<file path="config.mk">
export PLATFORM = sky130hd
export DESIGN_NAME = reduce_pipe
export DESIGN_NICKNAME = d
export VERILOG_FILES = /design/src/rtl/reduce_pkg.sv /design/src/rtl/reduce_stage.sv /design/src/rtl/reduce_pipe.sv
export SDC_FILE = /design/constraint.sdc
export NUM_CORES = 1
export LEC_CHECK = 0
export ABC_AREA = 1
export BUFFER_PORTS_ARGS = -buffer_cell sky130_fd_sc_hd__clkbuf_2
export CAP_MARGIN = 10
export CORE_AREA = 4 4 41 43
export CTS_BUF_LIST = sky130_fd_sc_hd__clkbuf_16
export CTS_CLUSTER_DIAMETER = 200
export DETAILED_ROUTE_END_ITERATION = 16
export DIE_AREA = 0 0 45 47
export PLACE_DENSITY_LB_ADDON = 0.05
export SETUP_SLACK_MARGIN = 0.3
export SLEW_MARGIN = 20
export SYNTH_ARGS = -nofsm -noshare
export SYNTH_HDL_FRONTEND = slang
export SYNTH_SLANG_ARGS = --single-unit
export TNS_END_PERCENT = 1
</file>
<file path="constraint.sdc">
create_clock -name clk -period 1 [get_ports clk]
set_input_delay 0.15 -clock clk [delete_from_list [all_inputs] [get_ports clk]]
set_output_delay 0.15 -clock clk [all_outputs]
set_load 0.01 [all_outputs]
</file>
<file path="src/rtl/reduce_pkg.sv">
// reduce_pkg
// Shared constants and elaboration-time helpers for the reduce_pipe reduction
// tree. Pipeline depth, popcount width and level width are computed here so
// the top and its stages derive their geometry the same way.
package reduce_pkg;

  // Values that leave each reduction unchanged; used for masked-off bits.
  localparam logic AND_NEUTRAL = 1'b1;
  localparam logic OR_NEUTRAL  = 1'b0;
  localparam logic XOR_NEUTRAL = 1'b0;

  // Pipeline depth: one tree level per stage, at least one stage.
  function automatic int lat_f(input int n);
    return (n <= 1) ? 1 : $clog2(n);
  endfunction

  // Width needed to hold a popcount of n bits.
  function automatic int cnt_w_f(input int n);
    return $clog2(n + 1);
  endfunction

  // Element count after one pairwise level; an odd tail passes through.
  function automatic int half_f(input int n);
    return (n + 1) / 2;
  endfunction

  // Element count entering tree level k when level 0 holds n elements.
  function automatic int lvl_n_f(input int n, input int k);
    int r;
    r = n;
    for (int i = 0; i < k; i++) begin
      r = half_f(r);
    end
    return r;
  endfunction

  function automatic int min_f(input int a, input int b);
    return (a < b) ? a : b;
  endfunction

endpackage

</file>
<file path="src/rtl/reduce_stage.sv">
// reduce_stage
// One level of the reduction tree: combines adjacent element pairs of the
// previous level (odd tail passes through) and registers the result together
// with a valid bit. All registers advance only when en is high, so a stalled
// pipeline holds bubbles and data in place.
// Optional feature: REDUCE_CNT_EN adds a popcount lane (i_cnt/o_cnt) whose
// element width grows from CNT_W_IN to CNT_W.
// Ports:
//   clk, rst_n        clock, asynchronous active-low reset
//   en                global advance enable
//   i_valid/o_valid   stage valid in / registered valid out
//   i_and/i_or/i_xor  N_LVL_IN partial reductions from the previous level
//   o_and/o_or/o_xor  half_f(N_LVL_IN) registered partial reductions
//   i_cnt/o_cnt       packed partial popcounts (REDUCE_CNT_EN only)
module reduce_stage
  import reduce_pkg::*;
#(
  parameter int N_LVL_IN = 2,
  parameter int CNT_W_IN = 1,
  parameter int CNT_W    = 2
) (
  input  logic                          clk,
  input  logic                          rst_n,
  input  logic                          en,
  input  logic                          i_valid,
  input  logic [N_LVL_IN-1:0]           i_and,
  input  logic [N_LVL_IN-1:0]           i_or,
  input  logic [N_LVL_IN-1:0]           i_xor,
`ifdef REDUCE_CNT_EN
  input  logic [N_LVL_IN*CNT_W_IN-1:0]  i_cnt,
  output logic [half_f(N_LVL_IN)*CNT_W-1:0] o_cnt,
`endif
  output logic                          o_valid,
  output logic [half_f(N_LVL_IN)-1:0]   o_and,
  output logic [half_f(N_LVL_IN)-1:0]   o_or,
  output logic [half_f(N_LVL_IN)-1:0]   o_xor
);

  localparam int N_OUT = half_f(N_LVL_IN);

  logic [N_OUT-1:0] w_and;
  logic [N_OUT-1:0] w_or;
  logic [N_OUT-1:0] w_xor;
  logic             r_valid;
  logic [N_OUT-1:0] r_and;
  logic [N_OUT-1:0] r_or;
  logic [N_OUT-1:0] r_xor;
`ifdef REDUCE_CNT_EN
  logic [N_OUT*CNT_W-1:0] w_cnt;
  logic [N_OUT*CNT_W-1:0] r_cnt;
`endif

  for (genvar j = 0; j < N_OUT; j++) begin : g_pair
    if (2 * j + 1 < N_LVL_IN) begin : g_two
      assign w_and[j] = i_and[2*j] & i_and[2*j+1];
      assign w_or[j]  = i_or[2*j]  | i_or[2*j+1];
      assign w_xor[j] = i_xor[2*j] ^ i_xor[2*j+1];
`ifdef REDUCE_CNT_EN
      // Operands widened before the add so the carry lands in the new top bit.
      assign w_cnt[j*CNT_W +: CNT_W] = CNT_W'(i_cnt[2*j*CNT_W_IN +: CNT_W_IN])
                                     + CNT_W'(i_cnt[(2*j+1)*CNT_W_IN +: CNT_W_IN]);
`endif
    end else begin : g_one
      assign w_and[j] = i_and[2*j];
      assign w_or[j]  = i_or[2*j];
      assign w_xor[j] = i_xor[2*j];
`ifdef REDUCE_CNT_EN
      assign w_cnt[j*CNT_W +: CNT_W] = CNT_W'(i_cnt[2*j*CNT_W_IN +: CNT_W_IN]);
`endif
    end
  end

  // Level registers: invalid slots shift like valid ones, everything holds on !en.
  always_ff @(posedge clk or negedge rst_n) begin
    if (!rst_n) begin
      r_valid <= 1'b0;
      r_and   <= '0;
      r_or    <= '0;
      r_xor   <= '0;
`ifdef REDUCE_CNT_EN
      r_cnt   <= '0;
`endif
    end else if (en) begin
      r_valid <= i_valid;
      r_and   <= w_and;
      r_or    <= w_or;
      r_xor   <= w_xor;
`ifdef REDUCE_CNT_EN
      r_cnt   <= w_cnt;
`endif
    end
  end

  assign o_valid = r_valid;
  assign o_and   = r_and;
  assign o_or    = r_or;
  assign o_xor   = r_xor;
`ifdef REDUCE_CNT_EN
  assign o_cnt   = r_cnt;
`endif

endmodule

</file>
<file path="src/rtl/reduce_pipe.sv">
// reduce_pipe
// Pipelined AND/OR/XOR reduction of a masked N_IN-bit vector with valid/ready
// handshakes on both sides. A masked-off bit is replaced by the neutral value
// of each reduction, so an all-zero mask yields and=1, or=0, xor=0. Results
// appear LAT = max(1, clog2(N_IN)) cycles after acceptance; the whole pipe
// advances together (en = !out_valid || out_ready), so a stall freezes every
// stage including bubbles.
// Optional feature: define REDUCE_CNT_EN to add out_cnt, the popcount of the
// participating bits; without it the port and all count logic are absent.
// Ports:
//   clk, rst_n            clock, asynchronous active-low reset
//   in_valid / in_ready   input handshake (in_ready is combinational)
//   in_vec, in_mask       operand bits and participation mask
//   out_valid / out_ready output handshake
//   out_and/or/xor        registered reduction results
//   out_cnt               registered popcount (REDUCE_CNT_EN only)
module reduce_pipe
  import reduce_pkg::*;
#(
  parameter int N_IN = 4
) (
  input  logic            clk,
  input  logic            rst_n,
  input  logic            in_valid,
  output logic            in_ready,
  input  logic [N_IN-1:0] in_vec,
  input  logic [N_IN-1:0] in_mask,
  output logic            out_valid,
  input  logic            out_ready,
  output logic            out_and,
  output logic            out_or,
  output logic            out_xor
`ifdef REDUCE_CNT_EN
  ,
  output logic [cnt_w_f(N_IN)-1:0] out_cnt
`endif
);

  localparam int LAT = lat_f(N_IN);
  localparam int CW  = cnt_w_f(N_IN);

  logic            w_en;
  logic            w_acc;
  logic [N_IN-1:0] w_m_and;
  logic [N_IN-1:0] w_m_or;
  logic [N_IN-1:0] w_m_xor;

  assign w_en     = !out_valid || out_ready;
  assign in_ready = w_en;
  assign w_acc    = in_valid && w_en;

  // Mask stage: non-participating bits become the neutral element of each lane.
  for (genvar b = 0; b < N_IN; b++) begin : g_mask
    assign w_m_and[b] = in_mask[b] ? in_vec[b] : AND_NEUTRAL;
    assign w_m_or[b]  = in_mask[b] ? in_vec[b] : OR_NEUTRAL;
    assign w_m_xor[b] = in_mask[b] ? in_vec[b] : XOR_NEUTRAL;
  end

  for (genvar k = 0; k < LAT; k++) begin : g_stg
    localparam int NI = lvl_n_f(N_IN, k);
    localparam int NO = lvl_n_f(N_IN, k + 1);
    // Count elements grow one bit per level, capped at the final width.
    localparam int CI = min_f(k + 1, CW);
    localparam int CO = min_f(k + 2, CW);

    logic          w_vld_i;
    logic [NI-1:0] w_and_i;
    logic [NI-1:0] w_or_i;
    logic [NI-1:0] w_xor_i;
    logic          w_vld_o;
    logic [NO-1:0] w_and_o;
    logic [NO-1:0] w_or_o;
    logic [NO-1:0] w_xor_o;
`ifdef REDUCE_CNT_EN
    logic [NI*CI-1:0] w_cnt_i;
    logic [NO*CO-1:0] w_cnt_o;
`endif

    if (k == 0) begin : g_first
      assign w_vld_i = w_acc;
      assign w_and_i = w_m_and;
      assign w_or_i  = w_m_or;
      assign w_xor_i = w_m_xor;
`ifdef REDUCE_CNT_EN
      // A masked bit contributes its own value (0 when masked) as a 1-bit count.
      assign w_cnt_i = w_m_or;
`endif
    end else begin : g_next
      assign w_vld_i = g_stg[k-1].w_vld_o;
      assign w_and_i = g_stg[k-1].w_and_o;
      assign w_or_i  = g_stg[k-1].w_or_o;
      assign w_xor_i = g_stg[k-1].w_xor_o;
`ifdef REDUCE_CNT_EN
      assign w_cnt_i = g_stg[k-1].w_cnt_o;
`endif
    end

    reduce_stage #(
      .N_LVL_IN (NI),
      .CNT_W_IN (CI),
      .CNT_W    (CO)
    ) u_stage (
      .clk     (clk),
      .rst_n   (rst_n),
      .en      (w_en),
      .i_valid (w_vld_i),
      .i_and   (w_and_i),
      .i_or    (w_or_i),
      .i_xor   (w_xor_i),
`ifdef REDUCE_CNT_EN
      .i_cnt   (w_cnt_i),
      .o_cnt   (w_cnt_o),
`endif
      .o_valid (w_vld_o),
      .o_and   (w_and_o),
      .o_or    (w_or_o),
      .o_xor   (w_xor_o)
    );
  end

  // The last level has exactly one element, so its registers are the outputs.
  assign out_valid = g_stg[LAT-1].w_vld_o;
  assign out_and   = g_stg[LAT-1].w_and_o;
  assign out_or    = g_stg[LAT-1].w_or_o;
  assign out_xor   = g_stg[LAT-1].w_xor_o;
`ifdef REDUCE_CNT_EN
  assign out_cnt   = g_stg[LAT-1].w_cnt_o;
`endif

endmodule

</file>
==> results.py <==
metrics = {
    "run_status": {
        "outcome": "completed",
    },
    "clocking": {
        "clk_transition_reported_paths_ns": 0.04,
        "clkLatencyLatePin_ns": 0.23,
        "num_clock_sinks": 11,
        "cts_tree": "yes",
        "cts.path.max_buffers": 2,
        "cts_root_buf": "clkbuf_16",
        "numCtsBuffers": 3,
        "cts.htree.levels": 1,
    },
    "timing": {
        "timing_worst_slew_pin_value_ns": 0.2723,
        "rsz0062_at_grt": "true",
        "max-slew-margin-rel_pct": 81.85,
        "final-setup-viol-count": 0,
        "fmax_ghz": 1.006,
        "skew_ns": 0.0007380,
        "report.final.slew_viol_count": 0,
        "layout_min_cycle_time_ns": 0.9941,
        "min_period_over_period_pct": 99.41,
        "finalHoldViolCount": 0,
    },
    "worst_hold_path": {
        "whs_path_depth": 3,
        "min_path_type": "input port to flip-flop",
    },
    "power_and_ir_drop": {
        "totalPowerFinal_uw": 1561,
        "ir_drop_v": 0.001073,
        "power.leakage_uw": 0.0004104,
        "total_power_per_unit_cell_area_nw_per_um2": 2065,
    },
    "synthesis": {
        "yosys_warnings": 0,
        "synth-seq-cells": 11,
        "mappedNetlistNets": 75,
        "yosysUniqueCellTypes": 14,
        "postSynthAreaPerCell_um2": 9.148,
        "netlist.area_leader.share_pct": 49.33,
        "mappedNetlistArea_um2": 558.0,
        "synth.yosys.seq_area_share_pct": 49.33,
        "postSynthCellCount": 61,
        "synthDominantAreaCellType": "dfrtp_1",
        "synth_area_leaders": "dfrtp_1 49%, nand2_1 17%, nand3_2 5.4%",
    },
    "worst_setup_path": {
        "critPathCaptureType": "output port",
        "critPathRequiredTime_ns": 0.85,
        "timing.setup.critical_path_class": "flip-flop to output port",
        "path_max_fanout": 3,
        "cp_data_arrival_time_ns": 0.84,
        "critical_path.startpoint_type": "flip-flop",
        "reg2regPathDepth": 4,
    },
    "job": {
        "number_of_maximum_capacitance_constraint_violations": 0,
    },
    "place": {
        "gpl.final_weighted_congestion": 0.6673,
        "port_buffers": 16,
        "dp_hpwl_um": 728.7,
        "place.detailed.instances": 91,
    },
    "global_routing": {
        "grt_pass1_vias": 423,
        "grt_max_degree": 13,
        "grtUsageTotal_pct": 11.71,
        "overflow": 0,
        "grt_first_pass_wirelength_um": 1738,
        "antenna_found_initial": 0,
    },
    "detailed_routing": {
        "viasPerCell": 4.546,
        "wirelength_per_cell_um": 9.876,
        "dr_total_vias": 441,
        "antenna_violating_nets_post_route": 0,
        "initialDrtViolationCount": 12,
        "route.detailed.drc": 0,
        "routed_wirelength_um": 958,
        "first_pass_iters": 4,
    },
    "final_layout": {
        "layout_net_count": 97,
        "fin_util_pct": 58.08,
        "antenna-diode-count": 0,
        "final_layout_size_suffix_gt1_share_pct": 37.80,
        "flow.area_growth_from_synthesis_pct": 35.43,
        "nFillCells": 124,
        "final-instance-count-excl-fill": 97,
    },
    "floorplan": {
        "dieWidth_um": 45,
        "die_height_um": 47,
        "initial_core_util_pct": 42.88,
        "floorplan.rows": 13,
        "die_area_um2": 2115,
        "io-pin-count": 17,
        "fp.coreArea_um2": 1301,
    },
}
-- placed cells by master (no fill, tap or decap), drive strengths merged --
| cell type | Yosys | final |
|---|---|---|
| dfrtp | 11 | 11 |
| o21ai | 6 | 6 |
| inv | 9 | 10 |
| dlygate4sd3 | 0 | 1 |
| nand3 | 4 | 4 |
| nand2 | 27 | 27 |
| clkbuf | 0 | 15 |
| ha | 2 | 2 |
| nor2 | 1 | 1 |
| buf | 1 | 5 |
-- per-stage QoR --
stage          hold WS, ns  TNS (ns)  setup WS [ns]  cell area (um2)
2_1_floorplan      -0.1456         0         0.1687            559.3
3_3_place_gp       0.04341         0         0.1046            638.1
3_5_place_dp       0.03451         0         0.1006            638.1
4_1_cts             0.1512  -0.04386       -0.04386            743.2
5_1_grt             0.1785  -0.02829       -0.01995            755.7
6_report            0.1517         0       0.005912            755.7
-- final timing paths --
path | endpoint | from | slack, ns
max in group asynchronous | g_stg[1].u_stage.o_valid$_DFFE_PN0P_ | rst_n | 0.44
min reg2reg | g_stg[1].u_stage.o_valid$_DFFE_PN0P_ | g_stg[0].u_stage.o_valid$_DFFE_PN0P_ | 0.45
min | g_stg[0].u_stage.o_valid$_DFFE_PN0P_ | in_valid | 0.15
min in group asynchronous | g_stg[1].u_stage.o_xor$_DFFE_PN0P_ | rst_n | 0.33
max | in_ready | g_stg[1].u_stage.o_valid$_DFFE_PN0P_ | 0.006
max reg2reg | g_stg[0].u_stage.o_valid$_DFFE_PN0P_ | g_stg[1].u_stage.o_valid$_DFFE_PN0P_ | 0.06
-- cell type report --
type	instances	area (um2)	share of cell area [%]
flip-flops and latches	11	276.5	36.59
multi-input cells	40	237.7	31.46
repair buffers	18	110.1	14.57
clock buffers	3	75.07	9.934
inverters	9	33.78	4.470
well taps	15	18.77	2.483
clock inverters	1	3.754	0.4967
-- critical path, cell delays in order (launching register included) --
cell and delay, ns:
dfrtp_2 0.44, nand2_8 0.08, buf_6 0.09
-- power by group --
group	switching, uW	internal [uW]
clock network	168	522
logic	161	133
registers	51.8	525
-- synthesized netlist by cell type --
cell type / number
buf_12: 1
nand2_1: 25
o21ai_2: 1
ha_1: 2
inv_2: 1
nand3_4: 1
nor2_4: 1
dfrtp_1: 11
nand2_2: 1
nand3_2: 3
o21ai_1: 3
nand2_4: 1
inv_1: 8
o21ai_0: 2
-- state kept, by name, indices dropped and copies added (netlist names) --
register,count
g_stg.u_stage.o_or,3
g_stg.u_stage.o_and,3
g_stg.u_stage.o_valid,2
g_stg.u_stage.o_xor,3
-- timing repair --
action	4_1_cts	5_1_grt
gates resized for setup	3	6
hold buffers	1	0
hold endpoints to repair	11	0
endpoints found under the setup margin	16	16
setup buffers	1	0
pin swaps	4	3
-- logic make-up (layout without fill, tap and decap cells) --
logic type	after synthesis	after routing	share of synthesized area, %
AO/OA/AOI/OAI	6	6	6.053
adder cells (fa/ha/maj)	2	2	4.484
buffers and inverters	10	31	9.641
flip-flops	11	11	49.33
AND/OR/NAND/NOR	32	32	30.49
-- metal layers --
layer	part of all wire, %	track usage (%)	wire length [um]
met1	47	14.25	450
met2	41	17.80	391
met3	11	4.215	106
met4	1.0	7.018	10
met5	0	0	0
(Power assumes the default switching activity.)
